==> src/rtl/cfg_uart_pkg.sv <==
// Shared constants for the configuration UART transmitter.
package cfg_uart_pkg;

  localparam int unsigned FRAME_BITS           = 10;
  localparam int unsigned DATA_BITS            = 8;
  localparam int unsigned DEFAULT_CLKS_PER_BIT = 868;

  // Serializer state encoding.
  typedef logic [1:0] uart_state_t;
  localparam uart_state_t ST_IDLE  = 2'd0;
  localparam uart_state_t ST_START = 2'd1;
  localparam uart_state_t ST_DATA  = 2'd2;
  localparam uart_state_t ST_STOP  = 2'd3;

endpackage

==> src/rtl/cfg_byte_fifo.sv <==
// Small synchronous byte FIFO buffering bytes ahead of the UART serializer.
module cfg_byte_fifo #(
  parameter int unsigned DEPTH = 4,
  parameter int unsigned WIDTH = 8
) (
  input  logic             CLK,
  input  logic             reset,
  input  logic             push_i,
  input  logic [WIDTH-1:0] push_data_i,
  input  logic             pop_i,
  output logic [WIDTH-1:0] pop_data_o,
  output logic             full_o,
  output logic             empty_o
);

  localparam int unsigned AW = $clog2(DEPTH);
  localparam int unsigned CW = AW + 1;

  logic [AW-1:0]    wr_ptr_q;
  logic [AW-1:0]    rd_ptr_q;
  logic [CW-1:0]    count_q;
  logic [WIDTH-1:0] mem_q [DEPTH];
  logic             push_ok;
  logic             pop_ok;

  assign full_o     = (count_q == CW'(DEPTH));
  assign empty_o    = (count_q == '0);
  assign push_ok    = push_i && !full_o;
  assign pop_ok     = pop_i && !empty_o;
  assign pop_data_o = mem_q[rd_ptr_q];

  // Pointer and occupancy bookkeeping; reset discards all buffered bytes.
  always_ff @(posedge CLK) begin
    if (reset) begin
      wr_ptr_q <= '0;
      rd_ptr_q <= '0;
      count_q  <= '0;
    end else begin
      if (push_ok) wr_ptr_q <= wr_ptr_q + AW'(1);
      if (pop_ok)  rd_ptr_q <= rd_ptr_q + AW'(1);
      if (push_ok && !pop_ok)      count_q <= count_q + CW'(1);
      else if (pop_ok && !push_ok) count_q <= count_q - CW'(1);
    end
  end

  // Storage array, written only on an accepted push outside reset.
  always_ff @(posedge CLK) begin
    if (push_ok && !reset) mem_q[wr_ptr_q] <= push_data_i;
  end

endmodule

==> src/rtl/cfg_uart_tx.sv <==
// 8N1 UART transmitter feeding fabric configuration bytes, with a byte FIFO.
module cfg_uart_tx
  import cfg_uart_pkg::*;
#(
  parameter int unsigned CLKS_PER_BIT = DEFAULT_CLKS_PER_BIT,
  parameter int unsigned FIFO_DEPTH   = 4
) (
  input  logic        CLK,
  input  logic        reset,
  input  logic [7:0]  in_data,
  input  logic        in_valid,
  output logic        in_ready,
  output logic        Tx,
  output logic        busy,
  output logic [15:0] bytes_sent
);

  localparam int unsigned TW = $clog2(CLKS_PER_BIT);
  localparam logic [TW-1:0] TIMER_LAST = TW'(CLKS_PER_BIT - 1);

  uart_state_t state_q, state_d;
  logic [TW-1:0] timer_q, timer_d;
  logic [2:0]    bit_idx_q, bit_idx_d;
  logic [7:0]    shift_q, shift_d;
  logic          tx_q, tx_d;
  logic [15:0]   sent_q, sent_d;
  logic          pop_c;
  logic          bit_end_c;
  logic          fifo_full;
  logic          fifo_empty;
  logic [7:0]    fifo_data;

  cfg_byte_fifo #(
    .DEPTH (FIFO_DEPTH),
    .WIDTH (8)
  ) u_fifo (
    .CLK         (CLK),
    .reset       (reset),
    .push_i      (in_valid),
    .push_data_i (in_data),
    .pop_i       (pop_c),
    .pop_data_o  (fifo_data),
    .full_o      (fifo_full),
    .empty_o     (fifo_empty)
  );

  assign bit_end_c  = (timer_q == TIMER_LAST);
  assign in_ready   = !fifo_full;
  assign busy       = (state_q != ST_IDLE) || !fifo_empty;
  assign Tx         = tx_q;
  assign bytes_sent = sent_q;

  // Next-state, serializer and pop decision.
  always_comb begin
    state_d   = state_q;
    timer_d   = timer_q;
    bit_idx_d = bit_idx_q;
    shift_d   = shift_q;
    tx_d      = tx_q;
    sent_d    = sent_q;
    pop_c     = 1'b0;
    case (state_q)
      ST_IDLE: begin
        tx_d = 1'b1;
        if (!fifo_empty) begin
          pop_c   = 1'b1;
          shift_d = fifo_data;
          tx_d    = 1'b0;
          timer_d = '0;
          state_d = ST_START;
        end
      end
      ST_START: begin
        if (bit_end_c) begin
          timer_d   = '0;
          bit_idx_d = 3'd0;
          tx_d      = shift_q[0];
          state_d   = ST_DATA;
        end else begin
          timer_d = timer_q + TW'(1);
        end
      end
      ST_DATA: begin
        if (bit_end_c) begin
          timer_d = '0;
          if (bit_idx_q == 3'd7) begin
            tx_d    = 1'b1;
            state_d = ST_STOP;
          end else begin
            bit_idx_d = bit_idx_q + 3'd1;
            shift_d   = {1'b0, shift_q[7:1]};
            tx_d      = shift_q[1];
          end
        end else begin
          timer_d = timer_q + TW'(1);
        end
      end
      ST_STOP: begin
        if (bit_end_c) begin
          timer_d = '0;
          sent_d  = sent_q + 16'd1;
          if (!fifo_empty) begin
            pop_c   = 1'b1;
            shift_d = fifo_data;
            tx_d    = 1'b0;
            state_d = ST_START;
          end else begin
            tx_d    = 1'b1;
            state_d = ST_IDLE;
          end
        end else begin
          timer_d = timer_q + TW'(1);
        end
      end
      default: begin
        tx_d    = 1'b1;
        state_d = ST_IDLE;
      end
    endcase
  end

  // State registers; reset aborts any frame in flight and idles the line.
  always_ff @(posedge CLK) begin
    if (reset) begin
      state_q   <= ST_IDLE;
      timer_q   <= '0;
      bit_idx_q <= 3'd0;
      shift_q   <= 8'd0;
      tx_q      <= 1'b1;
      sent_q    <= 16'd0;
    end else begin
      state_q   <= state_d;
      timer_q   <= timer_d;
      bit_idx_q <= bit_idx_d;
      shift_q   <= shift_d;
      tx_q      <= tx_d;
      sent_q    <= sent_d;
    end
  end

endmodule

==> config.mk <==
export PLATFORM = sky130hd
export DESIGN_NAME = cfg_uart_tx
export DESIGN_NICKNAME = d
export VERILOG_FILES = /design/src/rtl/cfg_uart_pkg.sv /design/src/rtl/cfg_byte_fifo.sv /design/src/rtl/cfg_uart_tx.sv
export SDC_FILE = /design/constraint.sdc
export NUM_CORES = 1
export LEC_CHECK = 0
export CORE_MARGIN = 2
export CORE_UTILIZATION = 58
export CTS_CLUSTER_DIAMETER = 150
export DETAILED_ROUTE_END_ITERATION = 8
export GPL_TIMING_DRIVEN = 1
export PLACE_DENSITY = 0.79
export RECOVER_POWER = 100
export SLEW_MARGIN = 0
export SYNTH_ARGS = -nofsm -noshare
export SYNTH_HDL_FRONTEND = slang
export SYNTH_HIERARCHICAL = 1
export SYNTH_SLANG_ARGS = --single-unit
==> constraint.sdc <==
create_clock -name CLK -period 3.2 [get_ports CLK]
set_input_delay 0.8 -clock CLK [delete_from_list [all_inputs] [get_ports CLK]]
set_output_delay 0.8 -clock CLK [all_outputs]
set_load 0.01 [all_outputs]
==> impl_metrics.env, run 1 <==
export IMPL_setup_violations=0
export IMPL_p_int_w=0.00194
export IMPL_rsz0062_at_grt="no"
export IMPL_cp_cell_sequence="inv_1 > ha_1 > nand2_1 > dlygate4sd3_1"
export IMPL_clkPwrFrac=0.263
export IMPL_std_cell_rows=29
export IMPL_cpMaxStageDelayCell="sky130_fd_sc_hd__dlygate4sd3_1"
export IMPL_remaining_drc_errors=0
export IMPL_synth_edff_count=32
export IMPL_num_antenna_cells=0
export IMPL_net_sw_frac=0.336
export IMPL_count_of_antenna_violating_nets_left_after_detailed_routing=0
export IMPL_postSynthNetCount=377
export IMPL_drt_first_pass_iters=6
export IMPL_tritoncts_clock_tree="done"
export IMPL_pin_count=30
export IMPL_port_buffers=29
export IMPL_antenna_found_initial=0
export IMPL_switching_power_w=0.000981
export IMPL_num_nets_final=408
export IMPL_die_width_um=85.9
export IMPL_synthesis_area_per_instance_um2=11.1
export IMPL_finalHoldViolCount=0
export IMPL_power_sequential_fraction=0.435
export IMPL_slew_limit_headroom=-0.201
export IMPL_route_detailed_vias_per_inst=5.96
export IMPL_worst_slew_pin_transition_ns=1.80
export IMPL_comb_power_share=0.302
export IMPL_synth_area_mm2=0.00389
export IMPL_timing_setup_tns_ns=0
export IMPL_final_worst_hold_slack_ns=0.472
export IMPL_yosysTopAreaCellShare=0.252
export IMPL_syn_to_final_growth_pct=12.9
export IMPL_fin_skew_ns=0.0136
export IMPL_fin_crit_ns=2.93
export IMPL_crit_fanout=10
export IMPL_drt_initial_violations=221
export IMPL_area_of_the_core_region_mm2=0.00642
export IMPL_timing_critical_path_to_type="primary output"
export IMPL_timing_final_crit_share=0.915
export IMPL_post_drt_wl_per_cell_um=15.3
export IMPL_tritoncts_num_buffers=9
export IMPL_initial_core_util=0.605
export IMPL_num_vias=2758
export IMPL_max_cap_viol_count=1
export IMPL_run_status="complete, but fails checks"
export IMPL_post_synth_xor_xnor_area=0.0135
export IMPL_path_clk_slew_ns=0.08
export IMPL_max_freq_mhz=341
export IMPL_vdd_ir_drop_max_mv=0.383
export IMPL_cp_buffers_inverters=2
export IMPL_ctsRootBufferMaster="sky130_fd_sc_hd__clkbuf_8"
export IMPL_drive_gt1_frac=0.109
export IMPL_violated_checks="max-capacitance violations, max-slew violations"
export IMPL_grt_total_usage=0.207
export IMPL_main_combinational_cell_family_by_area_after_synthesis="simple AND/OR/NAND/NOR gates"
export IMPL_layoutNonFillerInstCount=463
export IMPL_post_cts_resized=0
export IMPL_synth_adder_area_share=0.0534
export IMPL_fp_dieArea_mm2=0.00738
export IMPL_drt_total_wl_um=7080
export IMPL_tritoncts_num_sinks=81
export IMPL_yosysWarningCount=6
export IMPL_post_synth_and_or_nand_nor_area_fraction=0.158
export IMPL_yosys_top_cells_area="sky130_fd_sc_hd__dfxtp_1 (25%), sky130_fd_sc_hd__edfxtp_1 (25%), sky130_fd_sc_hd__ha_1 (4.8%), sky130_fd_sc_hd__mux4_2 (4.6%), sky130_fd_sc_hd__mux2i_1 (2.8%)"
export IMPL_final_core_util=0.684
export IMPL_critical_path_class="flop to primary output"
export IMPL_cpPeakStageDelay_ns=0.67
export IMPL_post_synthesis_register_bit_count=81
export IMPL_worstSkewPairLatency_ns=0.35
export IMPL_min_path_type="flop to flop"
export IMPL_grt_pass1_vias=2682
export IMPL_gp_congestion=0.858
export IMPL_synth_compound_area_share=0.142
export IMPL_htreeDepth=3
export IMPL_leakage_nw=1.56
export IMPL_slew_viol_final=42
export IMPL_syn_instance_count=350
export IMPL_fraction_of_the_yosys_area_taken_by_sequential_cells=0.499
export IMPL_grt_start_max_net_pins=42
export IMPL_synth_top_flop_cell="sky130_fd_sc_hd__dfxtp_1"
export IMPL_post_cts_buffers=0
export IMPL_cp_data_required_time_ns=2.40
export IMPL_hpwl_um=5000
export IMPL_cts_hold_buffers=0
export IMPL_die_height_um=85.9
export IMPL_cp_top_family="buffers and inverters"
export IMPL_synth_async_sr_flop_share=0
export IMPL_synth_cell_types=56
export IMPL_critical_path_arrival_ns=2.13
export IMPL_setup_worst_path_start_class="flop"
export IMPL_grt_overflow_total=0
export IMPL_clock_path_buffers=2
export IMPL_synth_area_mux_share=0.0920
export IMPL_grt_pass1_wl_um=12000
export IMPL_p_per_area_mw_per_mm2=665
export IMPL_synth_top_area_cell="sky130_fd_sc_hd__dfxtp_1"
export IMPL_placed_cells=447
==> cells in the mapped netlist, types with 2 or more instances <==
cell type                    n
sky130_fd_sc_hd__buf_1       2
sky130_fd_sc_hd__or3_1       7
sky130_fd_sc_hd__a31oi_1     9
sky130_fd_sc_hd__clkbuf_1   10
sky130_fd_sc_hd__a211oi_1    8
sky130_fd_sc_hd__and3_1      2
sky130_fd_sc_hd__dfxtp_1    49
sky130_fd_sc_hd__and4_1      2
sky130_fd_sc_hd__nor3b_4     2
sky130_fd_sc_hd__mux2i_1    11
sky130_fd_sc_hd__o31ai_1     6
sky130_fd_sc_hd__o21ai_0    13
sky130_fd_sc_hd__nand2b_1    6
sky130_fd_sc_hd__a21oi_1    20
sky130_fd_sc_hd__nor3b_1     4
sky130_fd_sc_hd__o311ai_0    2
sky130_fd_sc_hd__mux4_2      8
sky130_fd_sc_hd__mux2_2      6
sky130_fd_sc_hd__nand2_1    18
sky130_fd_sc_hd__edfxtp_1   32
sky130_fd_sc_hd__nor2b_1     5
sky130_fd_sc_hd__buf_2       2
sky130_fd_sc_hd__buf_6       3
sky130_fd_sc_hd__ha_1       15
sky130_fd_sc_hd__nor4_1      6
sky130_fd_sc_hd__nor2_1     23
sky130_fd_sc_hd__a2111oi_0   7
sky130_fd_sc_hd__nand3_1    12
sky130_fd_sc_hd__or4_1       5
sky130_fd_sc_hd__xor2_1      5
sky130_fd_sc_hd__nand4_1     3
sky130_fd_sc_hd__inv_1      18
sky130_fd_sc_hd__nor3_1      6
==> sequential cells by signal (all words and copies together), names as in the netlist, named ones only <==
signal,cells
bit_idx_q,3
u_fifo/count_q,3
u_fifo/mem_q,32
bytes_sent,16
u_fifo/rd_ptr_q,2
state_q,2
timer_q,10
Tx,1
u_fifo/wr_ptr_q,2
shift_q,8
==> layout by cell type, fill, tap and decap left out, types with 9 or more instances in the layout <==
cell type                       synthesis  final
sky130_fd_sc_hd__dfxtp_1               49     49
sky130_fd_sc_hd__edfxtp_1              32     32
sky130_fd_sc_hd__dlygate4sd3_1          0     26
sky130_fd_sc_hd__nor2_1                23     23
sky130_fd_sc_hd__a21oi_1               20     20
sky130_fd_sc_hd__nand2_1               18     18
sky130_fd_sc_hd__inv_1                 18     18
sky130_fd_sc_hd__ha_1                  15     15
sky130_fd_sc_hd__nand3_1               12     13
sky130_fd_sc_hd__o21ai_0               13     13
sky130_fd_sc_hd__mux2i_1               11     11
sky130_fd_sc_hd__a31oi_1                9      9
sky130_fd_sc_hd__clkbuf_8               0      9
==> worst paths after layout <==
path,slack (ns),from,end,cells past startpoint
min,0.47,timer_q[9]$_SDFFE_PP0P_,timer_q[9]$_SDFFE_PP0P_,1
max reg2reg,0.41,timer_q[0]$_SDFFE_PP0P_,u_fifo/count_q[1]$_SDFFE_PP0P_,10
max,0.27,state_q[0]$_SDFFE_PP0P_,busy,4
min reg2reg,0.47,timer_q[9]$_SDFFE_PP0P_,timer_q[9]$_SDFFE_PP0P_,1
==> routing by layer <==
metal | track usage | share of wire
met1 | 0.260 | 0.46
met2 | 0.345 | 0.49
met3 | 0.0500 | 0.036
met4 | 0.0794 | 0.011
met5 | 0 | 0
==> per-stage QoR <==
| stage | area, um2 | power, W | setup WS (ns) |
|---|---|---|---|
| 6_report | 4390 | 0.00292 | 0.272 |
| 5_1_grt | 4390 | 0.00311 | 0.121 |
| 4_1_cts | 4450 | 0.00297 | 0.314 |
| 3_5_place_dp | 4240 | 0.00221 | 0.389 |
| 3_3_place_gp | 4240 | 0.00216 | 0.449 |
| 2_1_floorplan | 3890 | 0.00196 | 0.626 |
==> cells by family after synthesis <==
family / after synthesis
compound gates: 78
buf+inv: 36
fa+ha+maj: 16
flops: 81
simple gates: 108
mux: 25
xor+xnor: 6
==> area by class of cell <==
cell class	instances	area [um2]
inverters	18	67.6
well taps	77	96.3
repair buffers	38	337
clock buffers	9	124
multi-input cells	233	1740
fillers	473	2030
flip-flops and latches	81	1940
clock inverters	7	82.6
==> power by group through the flow <==
stage	logic, W	registers [W]	clock network (W)
2_1_floorplan	0.000692	0.00127	0
3_3_place_gp	0.000874	0.00129	0
3_5_place_dp	0.000909	0.00130	0
4_1_cts	0.000913	0.00128	0.000783
5_1_grt	0.000981	0.00129	0.000839
6_report	0.000882	0.00127	0.000769
Note: power is estimated with default switching activity, not from simulation.
==> inputs of run 2 (changes only) <==
--- a/config.mk
+++ b/config.mk
@@ -5,12 +5,13 @@
 export SDC_FILE = /design/constraint.sdc
 export NUM_CORES = 1
 export LEC_CHECK = 0
-export CORE_MARGIN = 2
-export CORE_UTILIZATION = 58
+export CORE_MARGIN = 5
+export CORE_UTILIZATION = 59
 export CTS_CLUSTER_DIAMETER = 150
 export DETAILED_ROUTE_END_ITERATION = 8
+export DONT_BUFFER_PORTS = 1
 export GPL_TIMING_DRIVEN = 1
-export PLACE_DENSITY = 0.79
+export PLACE_DENSITY = 0.75
 export RECOVER_POWER = 100
 export SLEW_MARGIN = 0
 export SYNTH_ARGS = -nofsm -noshare
==> impl_metrics.env, run 2 (synthesis gave the netlist of run 1 again) <==
export IMPL_slew_viol_final=0
export IMPL_n_fill_cell=515
export IMPL_die_height_um=91.2
export IMPL_timing_setup_tns_ns=0
export IMPL_grt_start_max_net_pins=58
export IMPL_gp_congestion=0.798
export IMPL_post_cts_resized=0
export IMPL_htreeDepth=3
export IMPL_vdd_ir_drop_max_mv=0.363
export IMPL_leakage_nw=1.38
export IMPL_port_buffers=0
export IMPL_drt_initial_violations=141
export IMPL_fp_dieArea_mm2=0.00831
export IMPL_count_of_antenna_violating_nets_left_after_detailed_routing=0
export IMPL_timing_critical_path_to_type="flop"
export IMPL_antenna_found_initial=0
export IMPL_grt_pass1_wl_um=12000
export IMPL_std_cell_rows=29
export IMPL_remaining_drc_errors=0
export IMPL_finalHoldViolCount=0
export IMPL_slew_limit_headroom=0.272
export IMPL_area_of_the_core_region_mm2=0.00639
export IMPL_layout_cells_most_common_list="sky130_fd_sc_hd__dfxtp_1 (49), sky130_fd_sc_hd__edfxtp_1 (32), sky130_fd_sc_hd__nor2_1 (23)"
export IMPL_num_antenna_cells=0
export IMPL_grt_total_usage=0.177
export IMPL_hpwl_um=4870
export IMPL_grt_pass1_vias=2527
export IMPL_critical_path_arrival_ns=3.04
export IMPL_critical_path_class="flop to flop"
export IMPL_largest_register="u_fifo/mem_q"
export IMPL_tritoncts_num_buffers=9
export IMPL_dp_worst_setup_slack_ns=0.460
export IMPL_layoutNonFillerInstCount=432
export IMPL_layout_setup_ws_ns=0.443
export IMPL_worst_slew_pin_transition_ns=1.08
export IMPL_path_clk_slew_ns=0.09
export IMPL_setup_worst_path_start_class="flop"
export IMPL_clock_path_buffers=2
export IMPL_fin_crit_ns=2.76
export IMPL_worstSkewPairLatency_ns=0.36
export IMPL_cts_hold_buffers=0
export IMPL_pin_count=30
export IMPL_setup_violations=0
export IMPL_max_freq_mhz=363
export IMPL_largest_register_ff_count=32
export IMPL_final_common_cell="sky130_fd_sc_hd__dfxtp_1"
export IMPL_drt_total_wl_um=7050
export IMPL_cpMaxStageDelayCell="sky130_fd_sc_hd__and4b_1"
export IMPL_post_drt_wl_per_cell_um=16.3
export IMPL_cp_common_cell="sky130_fd_sc_hd__ha_1"
export IMPL_ctsRootBufferMaster="sky130_fd_sc_hd__clkbuf_8"
export IMPL_drt_first_pass_iters=6
export IMPL_route_detailed_vias_per_inst=6.19
export IMPL_placed_cells=416
export IMPL_syn_to_final_growth_pct=5.08
export IMPL_crit_fanout=8
export IMPL_final_worst_hold_slack_ns=0.479
export IMPL_run_status="complete, no violations"
export IMPL_fin_skew_ns=0.0113
export IMPL_die_width_um=91.2
export IMPL_initial_core_util=0.609
export IMPL_post_cts_buffers=0
export IMPL_cpPeakStageDelay_ns=0.42
export IMPL_min_path_type="flop to flop"
export IMPL_tritoncts_num_sinks=81
export IMPL_tritoncts_clock_tree="done"
export IMPL_cp_data_required_time_ns=3.48
export IMPL_p_per_area_mw_per_mm2=691
export IMPL_drive_gt1_frac=0.113
export IMPL_timing_final_crit_share=0.862
export IMPL_rsz0062_at_grt="no"
export IMPL_cp_cell_sequence="ha_1 > and4b_1 > nand4_2 > a21boi_0 > o31ai_1 > ha_1 > inv_1 > fa_1 > xor2_1 > or3_1 > a21oi_1"
export IMPL_grt_overflow_total=0
export IMPL_cp_top_family="simple AND/OR/NAND/NOR gates"
export IMPL_cp_buffers_inverters=1
export IMPL_num_vias=2673
export IMPL_num_nets_final=377
export IMPL_max_cap_viol_count=0
## run 2: worst paths after layout
check / endpoint / slack [ns] / from / cells past startpoint
setup / recovery: u_fifo/count_q[2]$_SDFFE_PP0P_ / 0.44 / timer_q[0]$_SDFFE_PP0P_ / 11
hold reg to reg: timer_q[9]$_SDFFE_PP0P_ / 0.48 / timer_q[9]$_SDFFE_PP0P_ / 1
setup reg to reg: u_fifo/count_q[2]$_SDFFE_PP0P_ / 0.44 / timer_q[0]$_SDFFE_PP0P_ / 11
hold / removal: timer_q[9]$_SDFFE_PP0P_ / 0.48 / timer_q[9]$_SDFFE_PP0P_ / 1
## run 2: per-layer routing
layer  vias up  part of all wire  GRT usage
met3        13             0.063     0.0529
li1       1326                 -          -
met1      1263              0.44      0.217
met5         -                 0          0
met2        71              0.48      0.284
met4         0             0.018     0.0856
## run 2: final cells by class
cell class / instances / area, um2 / share of cell area
multi-input cells: 233 / 1750 / 0.429
inverters: 18 / 67.6 / 0.0165
well taps: 77 / 96.3 / 0.0236
clock buffers: 10 / 138 / 0.0337
repair buffers: 7 / 33.8 / 0.00827
flip-flops and latches: 81 / 1940 / 0.475
clock inverters: 6 / 55.1 / 0.0135
## run 2: power by group
part	internal [W]	switching [W]	leakage (nW)
clock	0.000321	0.000405	0.100
combinational	0.000347	0.000482	0.595
sequential	0.00118	0.0000907	0.689
total	0.00185	0.000977	1.38
## run 2: stage by stage
| step | power [W] | utilization | area [um2] |
|---|---|---|---|
| after floorplan | 0.00196 | - | 3890 |
| after global placement | 0.00210 | 0.618 | 3940 |
| after detailed placement | 0.00215 | 0.618 | 3940 |
| after CTS | 0.00288 | 0.648 | 4140 |
| after global routing | 0.00302 | 0.640 | 4090 |
| final | 0.00283 | 0.640 | 4090 |
## run 2: worst register-to-register path, stage by stage (launching register included)
cell	delay, ns
sky130_fd_sc_hd__dfxtp_1	0.39
sky130_fd_sc_hd__ha_1	0.24
sky130_fd_sc_hd__and4b_1	0.42
sky130_fd_sc_hd__nand4_2	0.14
sky130_fd_sc_hd__a21boi_0	0.28
sky130_fd_sc_hd__o31ai_1	0.18
sky130_fd_sc_hd__ha_1	0.25
sky130_fd_sc_hd__inv_1	0.07
sky130_fd_sc_hd__fa_1	0.17
sky130_fd_sc_hd__xor2_1	0.08
sky130_fd_sc_hd__or3_1	0.31
sky130_fd_sc_hd__a21oi_1	0.15
==> inputs of run 3 (changes only) <==
--- a/config.mk
+++ b/config.mk
@@ -5,6 +5,7 @@
 export SDC_FILE = /design/constraint.sdc
 export NUM_CORES = 1
 export LEC_CHECK = 0
+export ABC_CLOCK_PERIOD_IN_PS = 3200
 export CORE_MARGIN = 5
 export CORE_UTILIZATION = 59
 export CTS_CLUSTER_DIAMETER = 150
==> results of run 3 <==
No change in the layout: final DEF, timing and power equal those of run 2.
